<file path="config.mk">
export PLATFORM = sky130hd
export DESIGN_NAME = seq_wide_adder_flat
export DESIGN_NICKNAME = d
export VERILOG_FILES = /design/src/rtl/seq_wide_adder_if.sv /design/src/rtl/seq_wide_adder.sv /design/src/flat_wrapper.sv
export SDC_FILE = /design/constraint.sdc
export NUM_CORES = 1
export LEC_CHECK = 0
export BUFFER_PORTS_ARGS = -buffer_cell sky130_fd_sc_hd__buf_2
export CORE_AREA = 5 5 149 294
export DETAILED_ROUTE_END_ITERATION = 8
export DIE_AREA = 0 0 154 299
export SLEW_MARGIN = 30
export SYNTH_ARGS = -nofsm -noshare
export SYNTH_HDL_FRONTEND = slang
export SYNTH_SLANG_ARGS = --single-unit
</file>
<file path="constraint.sdc">
create_clock -name clk -period 11.17 [get_ports clk]
set_input_delay 1.117 -clock clk [delete_from_list [all_inputs] [get_ports clk]]
set_output_delay 1.117 -clock clk [all_outputs]
set_load 0.005 [all_outputs]
</file>
<file path="src/rtl/seq_wide_adder_if.sv">
// Request/response bundle for the sequential wide adder.
// The master drives operands and the result handshake, and the slave returns the result.
interface seq_wide_adder_if #(
  parameter int DATA_WIDTH = 64
);
  logic                  in_valid;
  logic                  in_ready;
  logic [DATA_WIDTH-1:0] op_a;
  logic [DATA_WIDTH-1:0] op_b;
  logic                  carry_in;
  logic                  sub;
  logic                  out_valid;
  logic                  out_ready;
  logic [DATA_WIDTH-1:0] sum;
  logic                  carry_out;
  logic                  overflow;

  modport master (
    output in_valid, op_a, op_b, carry_in, sub, out_ready,
    input  in_ready, out_valid, sum, carry_out, overflow
  );

  modport slave (
    input  in_valid, op_a, op_b, carry_in, sub, out_ready,
    output in_ready, out_valid, sum, carry_out, overflow
  );
endinterface

</file>
<file path="src/rtl/seq_wide_adder.sv">
// Multi-cycle add/subtract unit that processes one SLICE_WIDTH slice per clock.
// Each slice is computed by a two-level carry-lookahead adder built from 4-bit groups.
module seq_wide_adder #(
  parameter int DATA_WIDTH  = 64,
  parameter int SLICE_WIDTH = 16
) (
  input logic             clk,
  input logic             rst_n,
  seq_wide_adder_if.slave bus
);

  localparam int NSLICE = DATA_WIDTH / SLICE_WIDTH;
  localparam int NGROUP = SLICE_WIDTH / 4;
  localparam int CNT_W  = (NSLICE > 2) ? $clog2(NSLICE) : 1;
  localparam logic [CNT_W-1:0] LAST_SLICE = CNT_W'(NSLICE - 1);

  // The slice adder is assembled from whole 4-bit lookahead groups.
  generate
    if ((DATA_WIDTH % SLICE_WIDTH) != 0 || NSLICE < 2 ||
        (SLICE_WIDTH % 4) != 0 || SLICE_WIDTH < 4) begin : gen_bad_params
      $error("seq_wide_adder: illegal DATA_WIDTH/SLICE_WIDTH combination");
    end
  endgenerate

  typedef enum logic [1:0] {
    IDLE,
    CALC,
    DONE
  } state_t;

  state_t                state_q, state_d;
  logic [DATA_WIDTH-1:0] opA_q, opA_d;
  logic [DATA_WIDTH-1:0] opB_q, opB_d;
  logic                  carry_q, carry_d;
  logic [CNT_W-1:0]      sliceIdx_q, sliceIdx_d;
  logic [DATA_WIDTH-1:0] work_q, work_d;
  logic [DATA_WIDTH-1:0] sum_q, sum_d;
  logic                  carryOut_q, carryOut_d;
  logic                  overflow_q, overflow_d;

  logic [SLICE_WIDTH-1:0] sliceA, sliceB;
  logic [SLICE_WIDTH-1:0] bitG, bitP, bitC;
  logic [SLICE_WIDTH-1:0] sliceSum;
  logic [NGROUP-1:0]      grpG, grpP;
  logic [NGROUP:0]        grpCin;
  logic                   sliceCout;
  logic                   carryIntoMsb;

  // Every carry is written as a flat sum of products over generate/propagate terms,
  // first across the groups and then across the bits inside each group.
  always_comb begin : sliceCla
    logic acc;
    logic prod;
    acc    = 1'b0;
    prod   = 1'b1;
    sliceA = opA_q[int'(sliceIdx_q)*SLICE_WIDTH +: SLICE_WIDTH];
    sliceB = opB_q[int'(sliceIdx_q)*SLICE_WIDTH +: SLICE_WIDTH];
    bitG   = sliceA & sliceB;
    bitP   = sliceA ^ sliceB;
    grpG   = '0;
    grpP   = '0;
    grpCin = '0;
    bitC   = '0;
    for (int j = 0; j < NGROUP; j++) begin
      grpP[j] = &bitP[4*j +: 4];
      grpG[j] = bitG[4*j+3]
              | (bitP[4*j+3] & bitG[4*j+2])
              | (bitP[4*j+3] & bitP[4*j+2] & bitG[4*j+1])
              | ((&bitP[4*j+1 +: 3]) & bitG[4*j]);
    end
    grpCin[0] = carry_q;
    for (int j = 1; j <= NGROUP; j++) begin
      acc  = 1'b0;
      prod = 1'b1;
      for (int m = j - 1; m >= 0; m--) begin
        acc  = acc | (grpG[m] & prod);
        prod = prod & grpP[m];
      end
      grpCin[j] = acc | (prod & carry_q);
    end
    for (int j = 0; j < NGROUP; j++) begin
      for (int i = 0; i < 4; i++) begin
        acc  = 1'b0;
        prod = 1'b1;
        for (int m = i - 1; m >= 0; m--) begin
          acc  = acc | (bitG[4*j+m] & prod);
          prod = prod & bitP[4*j+m];
        end
        bitC[4*j+i] = acc | (prod & grpCin[j]);
      end
    end
    sliceSum     = bitP ^ bitC;
    sliceCout    = grpCin[NGROUP];
    carryIntoMsb = bitC[SLICE_WIDTH-1];
  end

  // Slices accumulate in a work register, and the visible result updates only
  // when the last slice completes, so outputs hold the previous result meanwhile.
  always_comb begin : fsmNext
    state_d       = state_q;
    opA_d         = opA_q;
    opB_d         = opB_q;
    carry_d       = carry_q;
    sliceIdx_d    = sliceIdx_q;
    work_d        = work_q;
    sum_d         = sum_q;
    carryOut_d    = carryOut_q;
    overflow_d    = overflow_q;
    bus.in_ready  = 1'b0;
    bus.out_valid = 1'b0;
    case (state_q)
      IDLE: begin
        bus.in_ready = 1'b1;
        if (bus.in_valid) begin
          opA_d      = bus.op_a;
          opB_d      = bus.op_b ^ {DATA_WIDTH{bus.sub}};
          carry_d    = bus.carry_in ^ bus.sub;
          sliceIdx_d = '0;
          state_d    = CALC;
        end
      end
      CALC: begin
        work_d[int'(sliceIdx_q)*SLICE_WIDTH +: SLICE_WIDTH] = sliceSum;
        carry_d    = sliceCout;
        sliceIdx_d = sliceIdx_q + CNT_W'(1);
        if (sliceIdx_q == LAST_SLICE) begin
          sum_d      = work_d;
          carryOut_d = sliceCout;
          overflow_d = carryIntoMsb ^ sliceCout;
          state_d    = DONE;
        end
      end
      DONE: begin
        bus.out_valid = 1'b1;
        if (bus.out_ready) begin
          state_d = IDLE;
        end
      end
      default: state_d = IDLE;
    endcase
  end

  always_ff @(posedge clk or negedge rst_n) begin
    if (!rst_n) begin
      state_q    <= IDLE;
      opA_q      <= '0;
      opB_q      <= '0;
      carry_q    <= 1'b0;
      sliceIdx_q <= '0;
      work_q     <= '0;
      sum_q      <= '0;
      carryOut_q <= 1'b0;
      overflow_q <= 1'b0;
    end else begin
      state_q    <= state_d;
      opA_q      <= opA_d;
      opB_q      <= opB_d;
      carry_q    <= carry_d;
      sliceIdx_q <= sliceIdx_d;
      work_q     <= work_d;
      sum_q      <= sum_d;
      carryOut_q <= carryOut_d;
      overflow_q <= overflow_d;
    end
  end

  assign bus.sum       = sum_q;
  assign bus.carry_out = carryOut_q;
  assign bus.overflow  = overflow_q;

endmodule

</file>
<file path="src/flat_wrapper.sv">
// flat-port wrapper written by rule: the top's interface ports become plain ports
module seq_wide_adder_flat 
#(
  parameter int DATA_WIDTH  = 64,
  parameter int SLICE_WIDTH = 16
)
  (clk, rst_n, bus_in_valid, bus_op_a, bus_op_b, bus_carry_in, bus_sub, bus_out_ready, bus_in_ready, bus_out_valid, bus_sum, bus_carry_out, bus_overflow);
  seq_wide_adder_if #(.DATA_WIDTH(DATA_WIDTH)) bus_i ();
  input logic clk;
  input logic rst_n;
  input wire logic [$bits(bus_i.in_valid)-1:0] bus_in_valid;
  input wire logic [$bits(bus_i.op_a)-1:0] bus_op_a;
  input wire logic [$bits(bus_i.op_b)-1:0] bus_op_b;
  input wire logic [$bits(bus_i.carry_in)-1:0] bus_carry_in;
  input wire logic [$bits(bus_i.sub)-1:0] bus_sub;
  input wire logic [$bits(bus_i.out_ready)-1:0] bus_out_ready;
  output wire logic [$bits(bus_i.in_ready)-1:0] bus_in_ready;
  output wire logic [$bits(bus_i.out_valid)-1:0] bus_out_valid;
  output wire logic [$bits(bus_i.sum)-1:0] bus_sum;
  output wire logic [$bits(bus_i.carry_out)-1:0] bus_carry_out;
  output wire logic [$bits(bus_i.overflow)-1:0] bus_overflow;
  assign bus_i.in_valid = bus_in_valid;
  assign bus_i.op_a = bus_op_a;
  assign bus_i.op_b = bus_op_b;
  assign bus_i.carry_in = bus_carry_in;
  assign bus_i.sub = bus_sub;
  assign bus_i.out_ready = bus_out_ready;
  assign bus_in_ready = bus_i.in_ready;
  assign bus_out_valid = bus_i.out_valid;
  assign bus_sum = bus_i.sum;
  assign bus_carry_out = bus_i.carry_out;
  assign bus_overflow = bus_i.overflow;
  seq_wide_adder #(.DATA_WIDTH(DATA_WIDTH), .SLICE_WIDTH(SLICE_WIDTH)) u_core (.clk(clk), .rst_n(rst_n), .bus(bus_i));
endmodule
</file>
==> flow_results.xml, run 1 <==
<?xml version="1.0" encoding="UTF-8"?>
<metrics>
  <group name="finish">
    <metric name="ff_latch_area" unit="µm²">6584</metric>
    <metric name="drive_above_1_share" unit="%">22.52</metric>
    <metric name="finish.utilization" unit="%">35.49</metric>
    <metric name="antenna-diode-count" unit="">0</metric>
    <metric name="multiInputGateArea" unit="µm²">5343</metric>
    <metric name="fillers" unit="">4317</metric>
    <metric name="area_growth_syn_to_layout" unit="%">20.10</metric>
    <metric name="final_net_count" unit="">1531</metric>
  </group>
  <group name="worst_setup_path">
    <metric name="critical_path_class" unit="">reg -&gt; reg</metric>
    <metric name="regToRegSetupSlack" unit="ns">7.01</metric>
    <metric name="cp_capture_type" unit="">flip-flop</metric>
    <metric name="rr_worst_depth" unit="">12</metric>
    <metric name="worst_ep_arrival_time" unit="ns">4.58</metric>
    <metric name="critical_path.max_fanout" unit="">32</metric>
    <metric name="startpoint_type" unit="">flip-flop</metric>
    <metric name="reg2reg_to" unit="">u_core.bus.sum[57]$_DFFE_PN0P_</metric>
    <metric name="crit_required" unit="ns">11.58</metric>
    <metric name="timing.rr.start" unit="">u_core.sliceIdx_q[0]$_DFFE_PN0P_</metric>
  </group>
  <group name="cts">
    <metric name="clk-insertion-delay-late" unit="ns">0.54</metric>
    <metric name="tritoncts" unit="">yes</metric>
    <metric name="cts_post_setup_buffers_inserted" unit="">0</metric>
    <metric name="clk_transition_reported_paths" unit="ns">0.06</metric>
    <metric name="post_cts_resize_count" unit="">0</metric>
    <metric name="ctsRootBufferMaster" unit="">sky130_fd_sc_hd__clkbuf_16</metric>
    <metric name="clock_tree.buffer_depth" unit="">3</metric>
    <metric name="htreeDepth" unit="">1</metric>
    <metric name="postCtsHoldBufs" unit="">0</metric>
    <metric name="cts.sinks" unit="">263</metric>
    <metric name="cts-buffers-inserted" unit="">27</metric>
  </group>
  <group name="synth">
    <metric name="postSynth.asyncResetShare" unit="%">100.0</metric>
    <metric name="mappedNetlistNets" unit="">1370</metric>
    <metric name="number_of_enable_flip_flop_cells_after_synthesis" unit="">0</metric>
    <metric name="yosysWarnings" unit="">0</metric>
    <metric name="synthDominantCellAreaShare" unit="%">53.83</metric>
    <metric name="yosys_register_bits" unit="">263</metric>
    <metric name="synth_cells" unit="">1210</metric>
    <metric name="synth_largest_area_cell" unit="">sky130_fd_sc_hd__dfrtp_1</metric>
    <metric name="netlist-cell-type-count" unit="">48</metric>
    <metric name="synth_area_per_cell" unit="µm²">10.10</metric>
    <metric name="ys_seq_area_share" unit="%">53.83</metric>
    <metric name="mappedNetlistArea" unit="µm²">12230</metric>
    <metric name="synth_top_flop_cell" unit="">sky130_fd_sc_hd__dfrtp_1</metric>
    <metric name="top_cells_by_area_in_the_synthesized_netlist" unit="">sky130_fd_sc_hd__dfrtp_1 (54%), sky130_fd_sc_hd__nand2_1 (9.9%), sky130_fd_sc_hd__mux4_2 (5.9%)</metric>
  </group>
  <group name="die">
    <metric name="start_util" unit="%">29.55</metric>
    <metric name="boundaryPins" unit="">202</metric>
    <metric name="die_width" unit="µm">154</metric>
    <metric name="row_count" unit="">106</metric>
    <metric name="die_height" unit="µm">299</metric>
    <metric name="core" unit="µm²">41380</metric>
    <metric name="dieArea" unit="µm²">46050</metric>
  </group>
  <group name="detailed_routing">
    <metric name="drt-pass1-iter-count" unit="">5</metric>
    <metric name="remaining_antenna_violation_count_after_routing" unit="">0</metric>
    <metric name="finalWirelength" unit="µm">35440</metric>
    <metric name="drc" unit="">0</metric>
    <metric name="post_drt_wl_per_cell" unit="µm">18.36</metric>
    <metric name="drt_first_iter_violations" unit="">565</metric>
    <metric name="via_count" unit="">9286</metric>
    <metric name="vias_per_cell" unit="">4.811</metric>
  </group>
  <group name="sta">
    <metric name="worst_max_slew_pin_slew" unit="ns">0.9710</metric>
    <metric name="final.min_clock_period" unit="ns">4.164</metric>
    <metric name="timing.max_slew.rel_slack" unit="%">34.80</metric>
    <metric name="finalCritPeriodShare" unit="%">37.28</metric>
    <metric name="final_max_slew_viol_count" unit="">0</metric>
    <metric name="setup_tns" unit="ns">0</metric>
    <metric name="achievable-frequency" unit="MHz">240.1</metric>
    <metric name="hold_violations" unit="">0</metric>
    <metric name="setup_repair_after_global_routing_missed_its_margin" unit="">false</metric>
    <metric name="skew" unit="ns">0.01438</metric>
    <metric name="setup_viol" unit="">0</metric>
  </group>
  <group name="placement">
    <metric name="hpwl" unit="µm">25130</metric>
    <metric name="globalplace.congestion" unit="">0.8351</metric>
    <metric name="port_buffers" unit="">201</metric>
  </group>
  <group name="flow_run">
    <metric name="cap_viol_max_count" unit="">0</metric>
  </group>
  <group name="worst_hold_path">
    <metric name="hold_path.class" unit="">in -&gt; async</metric>
  </group>
  <group name="global_routing">
    <metric name="first_global_vias" unit="">9460</metric>
    <metric name="global_route_wire_length_before_repair" unit="µm">55280</metric>
    <metric name="maximum_number_of_pins_on_one_net_before_global_route_repair" unit="">129</metric>
    <metric name="antenna_violations_before_repair" unit="">1</metric>
    <metric name="grt_use_total" unit="%">15.02</metric>
    <metric name="grt.overflow.total" unit="">0</metric>
  </group>
  <group name="power">
    <metric name="peakVddDrop" unit="µV">191.5</metric>
    <metric name="powerDensity" unit="nW/µm²">351.6</metric>
    <metric name="power.static_leakage" unit="nW">6.976</metric>
  </group>
  <group name="outcome">
    <metric name="status" unit="">complete, no violations</metric>
  </group>
</metrics>
stage by stage:
stage,setup slack [ns],hold WS [ns],instances,power [W],cell area (µm²)
final,7.006,0.4711,1930,0.005162,14680
after global routing,6.602,0.4851,1930,0.005557,14680
after CTS,6.942,0.4734,1929,0.005205,14640
after detailed placement,7.026,0.4582,1881,0.004275,13740
after global placement,7.090,0.4524,1879,0.004198,13710
after floorplan,7.374,0.4403,1210,0.003333,12230
cells by family after synthesis:
group	Yosys count	synth area share, %
buffers and inverters	94	2.978
adders and majority gates	26	2.906
and+or+nand+nor	469	15.46
AOI/OAI and AO/OA	247	13.19
xor gates and xnor gates	77	5.577
DFF	263	53.83
muxes	34	6.058
Yosys cell counts, types with 14 or more instances:
cell,number
sky130_fd_sc_hd__mux4_2,32
sky130_fd_sc_hd__inv_1,16
sky130_fd_sc_hd__o21ai_0,116
sky130_fd_sc_hd__xnor2_1,72
sky130_fd_sc_hd__ha_1,22
sky130_fd_sc_hd__a221oi_1,41
sky130_fd_sc_hd__clkbuf_1,64
sky130_fd_sc_hd__nand2_1,323
sky130_fd_sc_hd__a22o_1,28
sky130_fd_sc_hd__and3_1,14
sky130_fd_sc_hd__nor2_1,96
sky130_fd_sc_hd__dfrtp_1,263
sky130_fd_sc_hd__a21oi_1,25
worst max path at each step:
stage                                                start                             end  slack, ns  depth (start not counted)
after floorplan           u_core.sliceIdx_q[0]$_DFFE_PN0P_  u_core.bus.sum[12]$_DFFE_PN0P_       7.37                         12
after global placement    u_core.sliceIdx_q[0]$_DFFE_PN0P_  u_core.bus.sum[28]$_DFFE_PN0P_       7.09                         10
after detailed placement  u_core.sliceIdx_q[0]$_DFFE_PN0P_   u_core.work_q[63]$_DFFE_PN0P_       7.03                         10
after CTS                 u_core.sliceIdx_q[0]$_DFFE_PN0P_  u_core.bus.sum[57]$_DFFE_PN0P_       6.94                         12
after global routing      u_core.sliceIdx_q[0]$_DFFE_PN0P_  u_core.bus.sum[28]$_DFFE_PN0P_       6.60                         10
final                     u_core.sliceIdx_q[0]$_DFFE_PN0P_  u_core.bus.sum[57]$_DFFE_PN0P_       7.01                         12
critical path, cell delays in order (launching register included):
cell and delay [ns]:
sky130_fd_sc_hd__dfrtp_2 0.47, sky130_fd_sc_hd__buf_4 0.57, sky130_fd_sc_hd__mux4_2 0.58, sky130_fd_sc_hd__ha_1 0.38
sky130_fd_sc_hd__and2_1 0.21, sky130_fd_sc_hd__a221oi_2 0.37, sky130_fd_sc_hd__a211o_2 0.20, sky130_fd_sc_hd__and2_1 0.18
sky130_fd_sc_hd__inv_1 0.07, sky130_fd_sc_hd__fa_1 0.41, sky130_fd_sc_hd__xor2_1 0.20, sky130_fd_sc_hd__a221oi_1 0.30
sky130_fd_sc_hd__nor2_1 0.07
report_power, final:
group,internal [W],switching [W]
combinational,0.000937,0.00168
clock,0.000543,0.000373
sequential,0.00136,0.000263
layout by cell type, fill, tap and decap left out, types with 22 or more instances in the layout:
cell type | Yosys | final
sky130_fd_sc_hd__a22o_1 | 28 | 28
sky130_fd_sc_hd__buf_2 | 3 | 199
sky130_fd_sc_hd__o21ai_0 | 116 | 116
sky130_fd_sc_hd__xnor2_1 | 72 | 70
sky130_fd_sc_hd__a221oi_1 | 41 | 41
sky130_fd_sc_hd__nor2_1 | 96 | 96
sky130_fd_sc_hd__a21oi_1 | 25 | 25
sky130_fd_sc_hd__mux4_2 | 32 | 32
sky130_fd_sc_hd__nand2_1 | 323 | 321
sky130_fd_sc_hd__dfrtp_1 | 263 | 261
sky130_fd_sc_hd__ha_1 | 22 | 22
sky130_fd_sc_hd__clkbuf_16 | 0 | 27
state kept, by name, indices dropped and copies added (netlist names):
signal / count
u_core.opA_q: 64
u_core.state_q: 2
u_core.bus.sum: 64
u_core.carry_q: 1
u_core.bus.carry_out: 1
u_core.bus.overflow: 1
u_core.work_q: 64
u_core.sliceIdx_q: 2
u_core.opB_q: 64
area by class of cell:
cell class	count	area share, %
Sequential cell	263	44.84
Tap cell	540	4.601
Multi-Input combinational cell	853	36.38
Clock inverter	8	0.6817
Timing Repair Buffer	210	7.609
Inverter	16	0.4090
Clock buffer	40	5.479
routing by layer:
layer	up-vias	global-route usage, %	routed length [µm]
li1	4452	-	-
met1	4430	21.02	15210
met2	349	24.60	17020
met3	55	2.449	2421
met4	0	3.262	786
met5	-	0	0
No activity file was read; power rests on OpenSTA's default activity.
==> inputs of run 2 (changes only) <==
==> constraint.sdc (replaced) <==
create_clock -name clk -period 3.8 [get_ports clk]
set_input_delay 0.38 -clock clk [delete_from_list [all_inputs] [get_ports clk]]
set_output_delay 0.38 -clock clk [all_outputs]
set_load 0.005 [all_outputs]
==> flow_results.xml, run 2 (same netlist as run 1, synthesis figures left out) <==
<?xml version="1.0" encoding="UTF-8"?>
<metrics>
  <group name="die">
    <metric name="boundaryPins" unit="">202</metric>
    <metric name="row_count" unit="">106</metric>
    <metric name="dieArea" unit="µm²">46050</metric>
    <metric name="die_width" unit="µm">154</metric>
    <metric name="die_height" unit="µm">299</metric>
    <metric name="core" unit="µm²">41380</metric>
    <metric name="start_util" unit="%">29.55</metric>
  </group>
  <group name="worst_setup_path">
    <metric name="crit_required" unit="ns">4.21</metric>
    <metric name="crit_top_cell" unit="">sky130_fd_sc_hd__and2_1</metric>
    <metric name="cp_capture_type" unit="">flip-flop</metric>
    <metric name="critical_path_class" unit="">reg -&gt; reg</metric>
    <metric name="cells_along_the_critical_path" unit="">buf_12, mux4_2, ha_2, and2_1, nand3b_1, a211o_2, and2_1, inv_1, fa_2, a221oi_1, nor2_1</metric>
    <metric name="critical-path-max-stage-delay" unit="ns">0.53</metric>
    <metric name="critical_path.max_fanout" unit="">23</metric>
    <metric name="worst_ep_arrival_time" unit="ns">4.02</metric>
    <metric name="worst_path_slowest_cell" unit="">sky130_fd_sc_hd__mux4_2</metric>
    <metric name="startpoint_type" unit="">flip-flop</metric>
  </group>
  <group name="sta">
    <metric name="achievable-frequency" unit="MHz">276.8</metric>
    <metric name="hold_violations" unit="">0</metric>
    <metric name="worst_max_slew_pin_slew" unit="ns">0.8767</metric>
    <metric name="setup_viol" unit="">0</metric>
    <metric name="setup_repair_after_global_routing_missed_its_margin" unit="">false</metric>
    <metric name="timing.max_slew.rel_slack" unit="%">41.40</metric>
    <metric name="skew" unit="ns">0.01945</metric>
    <metric name="setup_tns" unit="ns">0</metric>
    <metric name="finalCritPeriodShare" unit="%">95.06</metric>
    <metric name="final_max_slew_viol_count" unit="">0</metric>
    <metric name="final.min_clock_period" unit="ns">3.612</metric>
  </group>
  <group name="finish">
    <metric name="area_growth_syn_to_layout" unit="%">21.23</metric>
    <metric name="drive_above_1_share" unit="%">23.02</metric>
    <metric name="mostFrequentLayoutCell" unit="">sky130_fd_sc_hd__nand2_1</metric>
    <metric name="layout.cells.most_common_list" unit="">sky130_fd_sc_hd__nand2_1 (321), sky130_fd_sc_hd__dfrtp_1 (261), sky130_fd_sc_hd__buf_2 (199)</metric>
    <metric name="antenna-diode-count" unit="">0</metric>
    <metric name="final_net_count" unit="">1545</metric>
    <metric name="finish.utilization" unit="%">35.82</metric>
  </group>
  <group name="detailed_routing">
    <metric name="post_drt_wl_per_cell" unit="µm">18.01</metric>
    <metric name="remaining_antenna_violation_count_after_routing" unit="">0</metric>
    <metric name="via_count" unit="">9329</metric>
    <metric name="vias_per_cell" unit="">4.801</metric>
    <metric name="finalWirelength" unit="µm">35000</metric>
    <metric name="drt_first_iter_violations" unit="">640</metric>
    <metric name="drt-pass1-iter-count" unit="">6</metric>
    <metric name="drc" unit="">0</metric>
  </group>
  <group name="placement">
    <metric name="hpwl" unit="µm">25050</metric>
    <metric name="globalplace.congestion" unit="">0.8305</metric>
    <metric name="port_buffers" unit="">201</metric>
  </group>
  <group name="cts">
    <metric name="clk-insertion-delay-late" unit="ns">0.54</metric>
    <metric name="htreeDepth" unit="">1</metric>
    <metric name="cts-buffers-inserted" unit="">27</metric>
    <metric name="ctsRootBufferMaster" unit="">sky130_fd_sc_hd__clkbuf_16</metric>
    <metric name="cts.sinks" unit="">263</metric>
    <metric name="tritoncts" unit="">yes</metric>
    <metric name="clk_transition_reported_paths" unit="ns">0.06</metric>
    <metric name="clock_tree.buffer_depth" unit="">3</metric>
  </group>
  <group name="global_routing">
    <metric name="grt_use_total" unit="%">14.99</metric>
    <metric name="global_route_wire_length_before_repair" unit="µm">55480</metric>
    <metric name="first_global_vias" unit="">9526</metric>
    <metric name="antenna_violations_before_repair" unit="">0</metric>
    <metric name="maximum_number_of_pins_on_one_net_before_global_route_repair" unit="">195</metric>
    <metric name="grt.overflow.total" unit="">0</metric>
  </group>
  <group name="worst_hold_path">
    <metric name="hold_path.class" unit="">in -&gt; reg</metric>
  </group>
  <group name="power">
    <metric name="peakVddDrop" unit="µV">879.9</metric>
    <metric name="powerDensity" unit="nW/µm²">1038</metric>
    <metric name="power.static_leakage" unit="nW">7.028</metric>
  </group>
  <group name="outcome">
    <metric name="status" unit="">complete, no violations</metric>
  </group>
  <group name="flow_run">
    <metric name="cap_viol_max_count" unit="">0</metric>
  </group>
</metrics>
-- run 2: cell count changes in the layout (fill, tap and decap cells not counted), moves of 2 or more --
cell                       before  now
sky130_fd_sc_hd__buf_4          6   16
sky130_fd_sc_hd__buf_12         0    5
sky130_fd_sc_hd__clkbuf_1       5    9
sky130_fd_sc_hd__clkinv_2       3    0
sky130_fd_sc_hd__buf_6          3    1
sky130_fd_sc_hd__fa_1           4    2
sky130_fd_sc_hd__fa_2           0    2
-- run 2: what timing repair did --
action,in CTS,in global routing
hold endpoints to repair,105,0
hold buffers,1,0
buffers inserted,0,0
gates resized for setup,0,5
setup endpoints to repair,0,20
-- run 2: worst paths after layout --
check	from	to	slack (ns)	cells after the start
min in group asynchronous	rst_n	u_core.work_q[55]$_DFFE_PN0P_	0.28	2
min reg2reg	u_core.opA_q[38]$_DFFE_PN0P_	u_core.opA_q[38]$_DFFE_PN0P_	0.47	2
max reg2reg	u_core.sliceIdx_q[0]$_DFFE_PN0P_	u_core.bus.sum[56]$_DFFE_PN0P_	0.19	11
max in group asynchronous	rst_n	u_core.bus.sum[52]$_DFFE_PN0P_	2.70	3
max	u_core.sliceIdx_q[0]$_DFFE_PN0P_	u_core.bus.sum[56]$_DFFE_PN0P_	0.19	11
min	bus_op_a[60]	u_core.opA_q[60]$_DFFE_PN0P_	0.03	3
-- run 2: area by class of cell --
type | count | area, µm²
fillers | 4300 | 26560
flip-flops and latches | 263 | 6584
multi-input cells | 853 | 5341
repair buffers | 224 | 1280
clock buffers | 43 | 805.8
well taps | 540 | 675.6
clock inverters | 4 | 76.32
inverters | 16 | 60.06
-- run 2: stage by stage --
stage	setup slack [ns]	cell area [µm²]	power (W)	hold slack, ns	cells
detailed placement	0.1324	13870	0.01266	0.4591	1894
finish	0.1876	14820	0.01539	0.03472	1943
global route	0.01225	14820	0.01654	0.03036	1943
global placement	0.1627	13860	0.01256	0.4546	1894
CTS	0.1027	14760	0.01536	0.02359	1942
floorplan	0.003577	12230	0.009798	0.08441	1210
-- run 2: critical path: cells and delay by family, from the launching register on --
family / cells / cell delay [ns]
simple gates: 4 / 0.63
flops: 1 / 0.41
buf+inv: 2 / 0.31
mux: 1 / 0.53
compound gates: 2 / 0.69
fa+ha+maj: 2 / 0.91
-- run 2: metal layers --
layer / vias to the layer above / track usage, % / routed length, µm
met5: - / 0 / 0
met4: 0 / 2.610 / 417
met3: 33 / 2.478 / 2478
met2: 370 / 24.57 / 16620
met1: 4434 / 21.23 / 15480
li1: 4492 / - / -
-- run 2: where the power goes --
part / internal, W / switching (W) / total (W) / leakage (nW)
logic: 0.00300 / 0.00506 / 0.00806 / 3.25
registers: 0.00401 / 0.000669 / 0.00468 / 3.35
clock network: 0.00158 / 0.00107 / 0.00265 / 0.427
total: 0.00858 / 0.00681 / 0.0154 / 7.03
